`src/rtl/sincos_scheduler_if.sv`:
```
// Request, response and sine-lookup signals of the sin/cos scheduler.
// The master side owns the requesters, the consumer and the lookup table; the slave side is the scheduler.
interface sincos_scheduler_if #(
    parameter int ROM_DEPTH = 64,
    parameter int ROM_WIDTH = 8,
    parameter int ADDRW     = $clog2(4 * ROM_DEPTH)
);
    logic                   req0_valid;
    logic [ADDRW-1:0]       req0_angle;
    logic                   req0_ready;
    logic                   req1_valid;
    logic [ADDRW-1:0]       req1_angle;
    logic                   req1_ready;
    logic [ADDRW-1:0]       lut_id;
    logic [2*ROM_WIDTH-1:0] lut_data;
    logic                   rsp_valid;
    logic                   rsp_src;
    logic [2*ROM_WIDTH-1:0] rsp_sin;
    logic [2*ROM_WIDTH-1:0] rsp_cos;
    logic                   rsp_ready;

    modport master (
        output req0_valid, req0_angle, req1_valid, req1_angle, lut_data, rsp_ready,
        input  req0_ready, req1_ready, lut_id, rsp_valid, rsp_src, rsp_sin, rsp_cos
    );

    modport slave (
        input  req0_valid, req0_angle, req1_valid, req1_angle, lut_data, rsp_ready,
        output req0_ready, req1_ready, lut_id, rsp_valid, rsp_src, rsp_sin, rsp_cos
    );
endinterface

```
`src/rtl/sincos_scheduler.sv`:
```
// Round-robin scheduler sharing one combinational sine lookup between two requesters;
// each grant performs a sin lookup at theta, then a cos lookup at theta + quarter turn.
module sincos_scheduler #(
    parameter int ROM_DEPTH = 64,
    parameter int ROM_WIDTH = 8,
    parameter int ADDRW     = $clog2(4 * ROM_DEPTH)
) (
    input  logic               clk,
    input  logic               rst,
    sincos_scheduler_if.slave  bus
);
    typedef enum logic [1:0] {IDLE, SIN, COS, DONE} state_t;

    localparam logic [ADDRW-1:0] QUARTER = ADDRW'(ROM_DEPTH);

    state_t                 state_reg, state_next;
    logic [ADDRW-1:0]       angle_reg;
    logic                   last_grant_reg;
    logic                   src_reg;
    logic [2*ROM_WIDTH-1:0] sin_reg;
    logic [2*ROM_WIDTH-1:0] cos_reg;
    logic                   grant0, grant1;
    logic [ADDRW-1:0]       lut_id_next;

    always_comb begin
        state_next  = state_reg;
        grant0      = 1'b0;
        grant1      = 1'b0;
        lut_id_next = '0;
        case (state_reg)
            IDLE: begin
                // On a tie the requester that did not win last time gets the port.
                if (bus.req0_valid && bus.req1_valid) begin
                    grant0 = last_grant_reg;
                    grant1 = !last_grant_reg;
                end else begin
                    grant0 = bus.req0_valid;
                    grant1 = bus.req1_valid;
                end
                if (grant0 || grant1)
                    state_next = SIN;
            end
            SIN: begin
                lut_id_next = angle_reg;
                state_next  = COS;
            end
            COS: begin
                // Carry out of the add is dropped, giving the wrap around the full circle.
                lut_id_next = angle_reg + QUARTER;
                state_next  = DONE;
            end
            DONE: begin
                if (bus.rsp_ready)
                    state_next = IDLE;
            end
            default: state_next = IDLE;
        endcase
    end

    always_ff @(posedge clk or posedge rst) begin
        if (rst) begin
            state_reg      <= IDLE;
            angle_reg      <= '0;
            last_grant_reg <= 1'b1;
            src_reg        <= 1'b0;
            sin_reg        <= '0;
            cos_reg        <= '0;
        end else begin
            state_reg <= state_next;
            case (state_reg)
                IDLE: begin
                    if (grant0 || grant1) begin
                        angle_reg      <= grant1 ? bus.req1_angle : bus.req0_angle;
                        src_reg        <= grant1;
                        last_grant_reg <= grant1;
                    end
                end
                SIN:     sin_reg <= bus.lut_data;
                COS:     cos_reg <= bus.lut_data;
                default: ;
            endcase
        end
    end

    assign bus.req0_ready = grant0;
    assign bus.req1_ready = grant1;
    assign bus.lut_id     = lut_id_next;
    assign bus.rsp_valid  = (state_reg == DONE);
    assign bus.rsp_src    = src_reg;
    assign bus.rsp_sin    = sin_reg;
    assign bus.rsp_cos    = cos_reg;
endmodule

```
`src/flat_wrapper.sv`:
```
// flat-port wrapper written by rule: the top's interface ports become plain ports
module sincos_scheduler_flat 
#(
    parameter int ROM_DEPTH = 64,
    parameter int ROM_WIDTH = 8,
    parameter int ADDRW     = $clog2(4 * ROM_DEPTH)
)
  (clk, rst, bus_req0_valid, bus_req0_angle, bus_req1_valid, bus_req1_angle, bus_lut_data, bus_rsp_ready, bus_req0_ready, bus_req1_ready, bus_lut_id, bus_rsp_valid, bus_rsp_src, bus_rsp_sin, bus_rsp_cos);
  sincos_scheduler_if #(.ROM_DEPTH(ROM_DEPTH), .ROM_WIDTH(ROM_WIDTH), .ADDRW(ADDRW)) bus_i ();
  input  logic clk;
  input  logic rst;
  input wire logic [$bits(bus_i.req0_valid)-1:0] bus_req0_valid;
  input wire logic [$bits(bus_i.req0_angle)-1:0] bus_req0_angle;
  input wire logic [$bits(bus_i.req1_valid)-1:0] bus_req1_valid;
  input wire logic [$bits(bus_i.req1_angle)-1:0] bus_req1_angle;
  input wire logic [$bits(bus_i.lut_data)-1:0] bus_lut_data;
  input wire logic [$bits(bus_i.rsp_ready)-1:0] bus_rsp_ready;
  output wire logic [$bits(bus_i.req0_ready)-1:0] bus_req0_ready;
  output wire logic [$bits(bus_i.req1_ready)-1:0] bus_req1_ready;
  output wire logic [$bits(bus_i.lut_id)-1:0] bus_lut_id;
  output wire logic [$bits(bus_i.rsp_valid)-1:0] bus_rsp_valid;
  output wire logic [$bits(bus_i.rsp_src)-1:0] bus_rsp_src;
  output wire logic [$bits(bus_i.rsp_sin)-1:0] bus_rsp_sin;
  output wire logic [$bits(bus_i.rsp_cos)-1:0] bus_rsp_cos;
  assign bus_i.req0_valid = bus_req0_valid;
  assign bus_i.req0_angle = bus_req0_angle;
  assign bus_i.req1_valid = bus_req1_valid;
  assign bus_i.req1_angle = bus_req1_angle;
  assign bus_i.lut_data = bus_lut_data;
  assign bus_i.rsp_ready = bus_rsp_ready;
  assign bus_req0_ready = bus_i.req0_ready;
  assign bus_req1_ready = bus_i.req1_ready;
  assign bus_lut_id = bus_i.lut_id;
  assign bus_rsp_valid = bus_i.rsp_valid;
  assign bus_rsp_src = bus_i.rsp_src;
  assign bus_rsp_sin = bus_i.rsp_sin;
  assign bus_rsp_cos = bus_i.rsp_cos;
  sincos_scheduler #(.ROM_DEPTH(ROM_DEPTH), .ROM_WIDTH(ROM_WIDTH), .ADDRW(ADDRW)) u_core (.clk(clk), .rst(rst), .bus(bus_i));
endmodule
```
`config.mk`:
```
export PLATFORM = sky130hd
export DESIGN_NAME = sincos_scheduler_flat
export DESIGN_NICKNAME = d
export VERILOG_FILES = /design/src/rtl/sincos_scheduler_if.sv /design/src/rtl/sincos_scheduler.sv /design/src/flat_wrapper.sv
export SDC_FILE = /design/constraint.sdc
export NUM_CORES = 1
export LEC_CHECK = 0
export ABC_AREA = 0
export CORE_UTILIZATION = 43
export CTS_CLUSTER_SIZE = 16
export DETAILED_ROUTE_END_ITERATION = 7
export PLACE_DENSITY_LB_ADDON = 0.1
export SYNTH_ARGS = -nofsm -noshare
export SYNTH_HDL_FRONTEND = slang
export SYNTH_SLANG_ARGS = --single-unit
```
`constraint.sdc`:
```
create_clock -name clk -period 2.3 [get_ports clk]
set_clock_uncertainty 0.15 [all_clocks]
set_input_delay 0.575 -clock clk [delete_from_list [all_inputs] [get_ports clk]]
set_output_delay 0.575 -clock clk [all_outputs]
set_load 0.005 [all_outputs]
```
==> results.yml <==
hold_path:
  hold_depth: 1
  hold_end: "u_core.bus.rsp_sin[7]"
  hold_class: "reg -> reg"
  min_from: "u_core.bus.rsp_sin[7]"
drt:
  initialDrtViolationCount: 115
  firstDrtPassIters: 8
  ant_nets: 0
  via_per_inst: 5.21
  post_drt_wl_per_cell_um: 14.9
  drcViolationCount: 8
  drt_wl_total_um: 4510
  via_count: 1572
logic_synthesis:
  synth-seq-cells: 44
  yosysWarnings: 0
  yosysTopAreaCell: "dfrtp_1"
  syn_area_per_cell_um2: 13.2
  syn_area_um2: 2050
  synthCells: 155
  ys_seq_area_frac: 0.538
  async_flop_share: 1.00
  synth_area_leaders: "dfrtp_1 (53%), mux2_2 (13%), mux2_1 (4.9%), buf_6 (3.8%), ha_1 (3.7%)"
  synthDistinctLibCells: 29
  synth_nets: 198
  synth_top_flop_cell: "dfrtp_1"
  yosysTopAreaCellShare: 0.525
  synth-edff-count: 0
clocking:
  h-tree-depth: 2
  clockRootBuffer: "clkbuf_8"
  clkLatencyLatePin_ns: 0.29
  cts_hold_buf: 0
  cts.sinks: 44
  cts_buffers: 5
  clk_path_buf_depth: 2
  cts_tree: "yes"
  path_clk_slew_ns: 0.08
grt:
  overflow: 0
  first_global_vias: 1612
  grt_antenna_before_repair: 0
  grt_max_degree: 27
  grtUsageTotal: 0.192
  grt_pass1_wl_um: 7580
flow_run:
  max_cap_violations: 0
power:
  finalPower_mw: 4.14
  power_density_nw_per_um2: 1360
  peakVddDrop_mv: 0.779
  leakage_nw: 1.29
floorplan:
  num_io_pins: 81
  dieArea_um2: 5040
  die_y_um: 71.0
  core_um2: 4470
  die_w_um: 71.0
  initial_core_util: 0.458
  num_rows: 24
timing:
  setup_viol: 0
  period_share: 0.968
  slew_viol_final: 0
  worstMarginPinSlew_ns: 0.723
  relSlewSlack: 0.515
  min_period_ns: 2.23
  rsz0062_at_grt: "no"
  fmax_mhz: 449
  finalHoldViolations: 0
  tns_ns: 0
final_layout:
  finalNonFillerCells: 302
  final_area_um2: 3050
  area_growth_pct: 48.9
  drive_gt1_frac: 0.284
  mostFrequentLayoutCell: "clkdlybuf4s50_1"
  nets: 293
  fin_util: 0.681
  antenna_cells: 0
  mostFrequentLayoutCells: "clkdlybuf4s50_1 (68), dfrtp_1 (43), mux2_2 (24), buf_4 (15), nor2_1 (11)"
critical_path:
  max_stage_delay_ns: 0.40
  cp-end-kind: "output port"
  cp_max_fo: 3
  path_buf_inv: 2
  r2r-start: "u_core.state_reg[1]"
  required_ns: 1.57
  reg2reg_slack_ns: 0.56
  cp.arrival_ns: 1.50
  cpMaxStageDelayCell: "dfrtp_1"
  startpoint_type: "register"
  crit_type: "reg -> out"
  reg2reg_to: "u_core.state_reg[1]"
  crit_family: "flip-flops"
  reg2reg_depth: 6
  worstPathCellList: "buf_6 -> ha_4 -> mux2_2 -> dlygate4sd2_1"
outcome:
  outcome: "complete, but fails checks"
  violations: "design-rule violations"
placement:
  port_buffers: 80
  place_hpwl_um: 3390
  place.gp.congestion: 0.826
  post_dp_cell_area_um2: 2930
  place_inst: 292
-- cell families after synthesis --
group,count (synthesis),share of synthesized area
adders and majority gates,6,0.0367
and+or+nand+nor,22,0.0531
DFF,44,0.538
xor gates and xnor gates,1,0.00428
AOI/OAI and AO/OA,31,0.111
buffers and inverters,16,0.0629
muxes,35,0.194
-- cell usage after synthesis (6+ instances only) --
cell type,instances
dfrtp_1,43
mux2_2,24
nor2_1,11
mux2_1,9
o2111ai_1,8
a31oi_1,7
buf_6,7
o21ai_1,7
and2_1,6
ha_1,6
inv_1,6
-- metal layers --
metal / global-route usage / vias up / routed length (um) / part of all wire
li1: - / 744 / - / -
met5: 0 / - / 0 / 0
met3: 0.0499 / 8 / 276 / 0.061
met4: 0.0600 / 0 / 69 / 0.015
met2: 0.321 / 62 / 2190 / 0.49
met1: 0.247 / 758 / 1970 / 0.44
-- area by class of cell --
cell class              instances  area [um^2]
inverters                       6         22.5
clock inverters                 1         5.00
fillers                       314         1430
clock buffers                   6         72.6
flip-flops and latches         44         1100
multi-input cells              95          867
repair buffers                 98          915
well taps                      52         65.1
-- worst reg2reg max path, cell delays in order (launching register included) --
cell     delay [ns]
dfrtp_1        0.41
buf_6          0.13
buf_4          0.14
ha_1           0.18
nor2b_1        0.14
a21oi_2        0.17
mux2_4         0.31
-- power breakdown --
part / internal, mW / switching (mW) / total, mW
clock: 0.207 / 0.238 / 0.445
sequential: 1.18 / 0.213 / 1.40
combinational: 1.43 / 0.869 / 2.30
-- worst max-delay path by stage --
stage / from / endpoint / slack [ns] / cells after the start
after global placement: bus_req0_valid / bus_req1_ready / -0.23 / 4
after CTS: u_core.state_reg[0] / bus_lut_id[5] / 0.005 / 5
after detailed placement: bus_req0_valid / bus_req1_ready / -0.28 / 4
after global routing: u_core.state_reg[0] / bus_lut_id[6] / 0.03 / 4
final: u_core.state_reg[0] / bus_lut_id[6] / 0.07 / 4
after floorplan: u_core.state_reg[1] / bus_lut_id[6] / 0.40 / 5
-- stage by stage --
stage / hold slack, ns / setup slack, ns
floorplan: 0.333 / 0.400
global placement: 0.316 / -0.234
detailed placement: 0.324 / -0.280
CTS: 0.341 / 0.00535
global route: 0.364 / 0.0265
finish: 0.336 / 0.0726
-- repair_timing --
item | 4_1_cts | 5_1_grt
gates resized for setup | 31 | 9
endpoints found under the setup margin | 10 | 9
buffers inserted | 3 | 0
pin swaps | 5 | 0
Power figures use the tool's default switching activity.
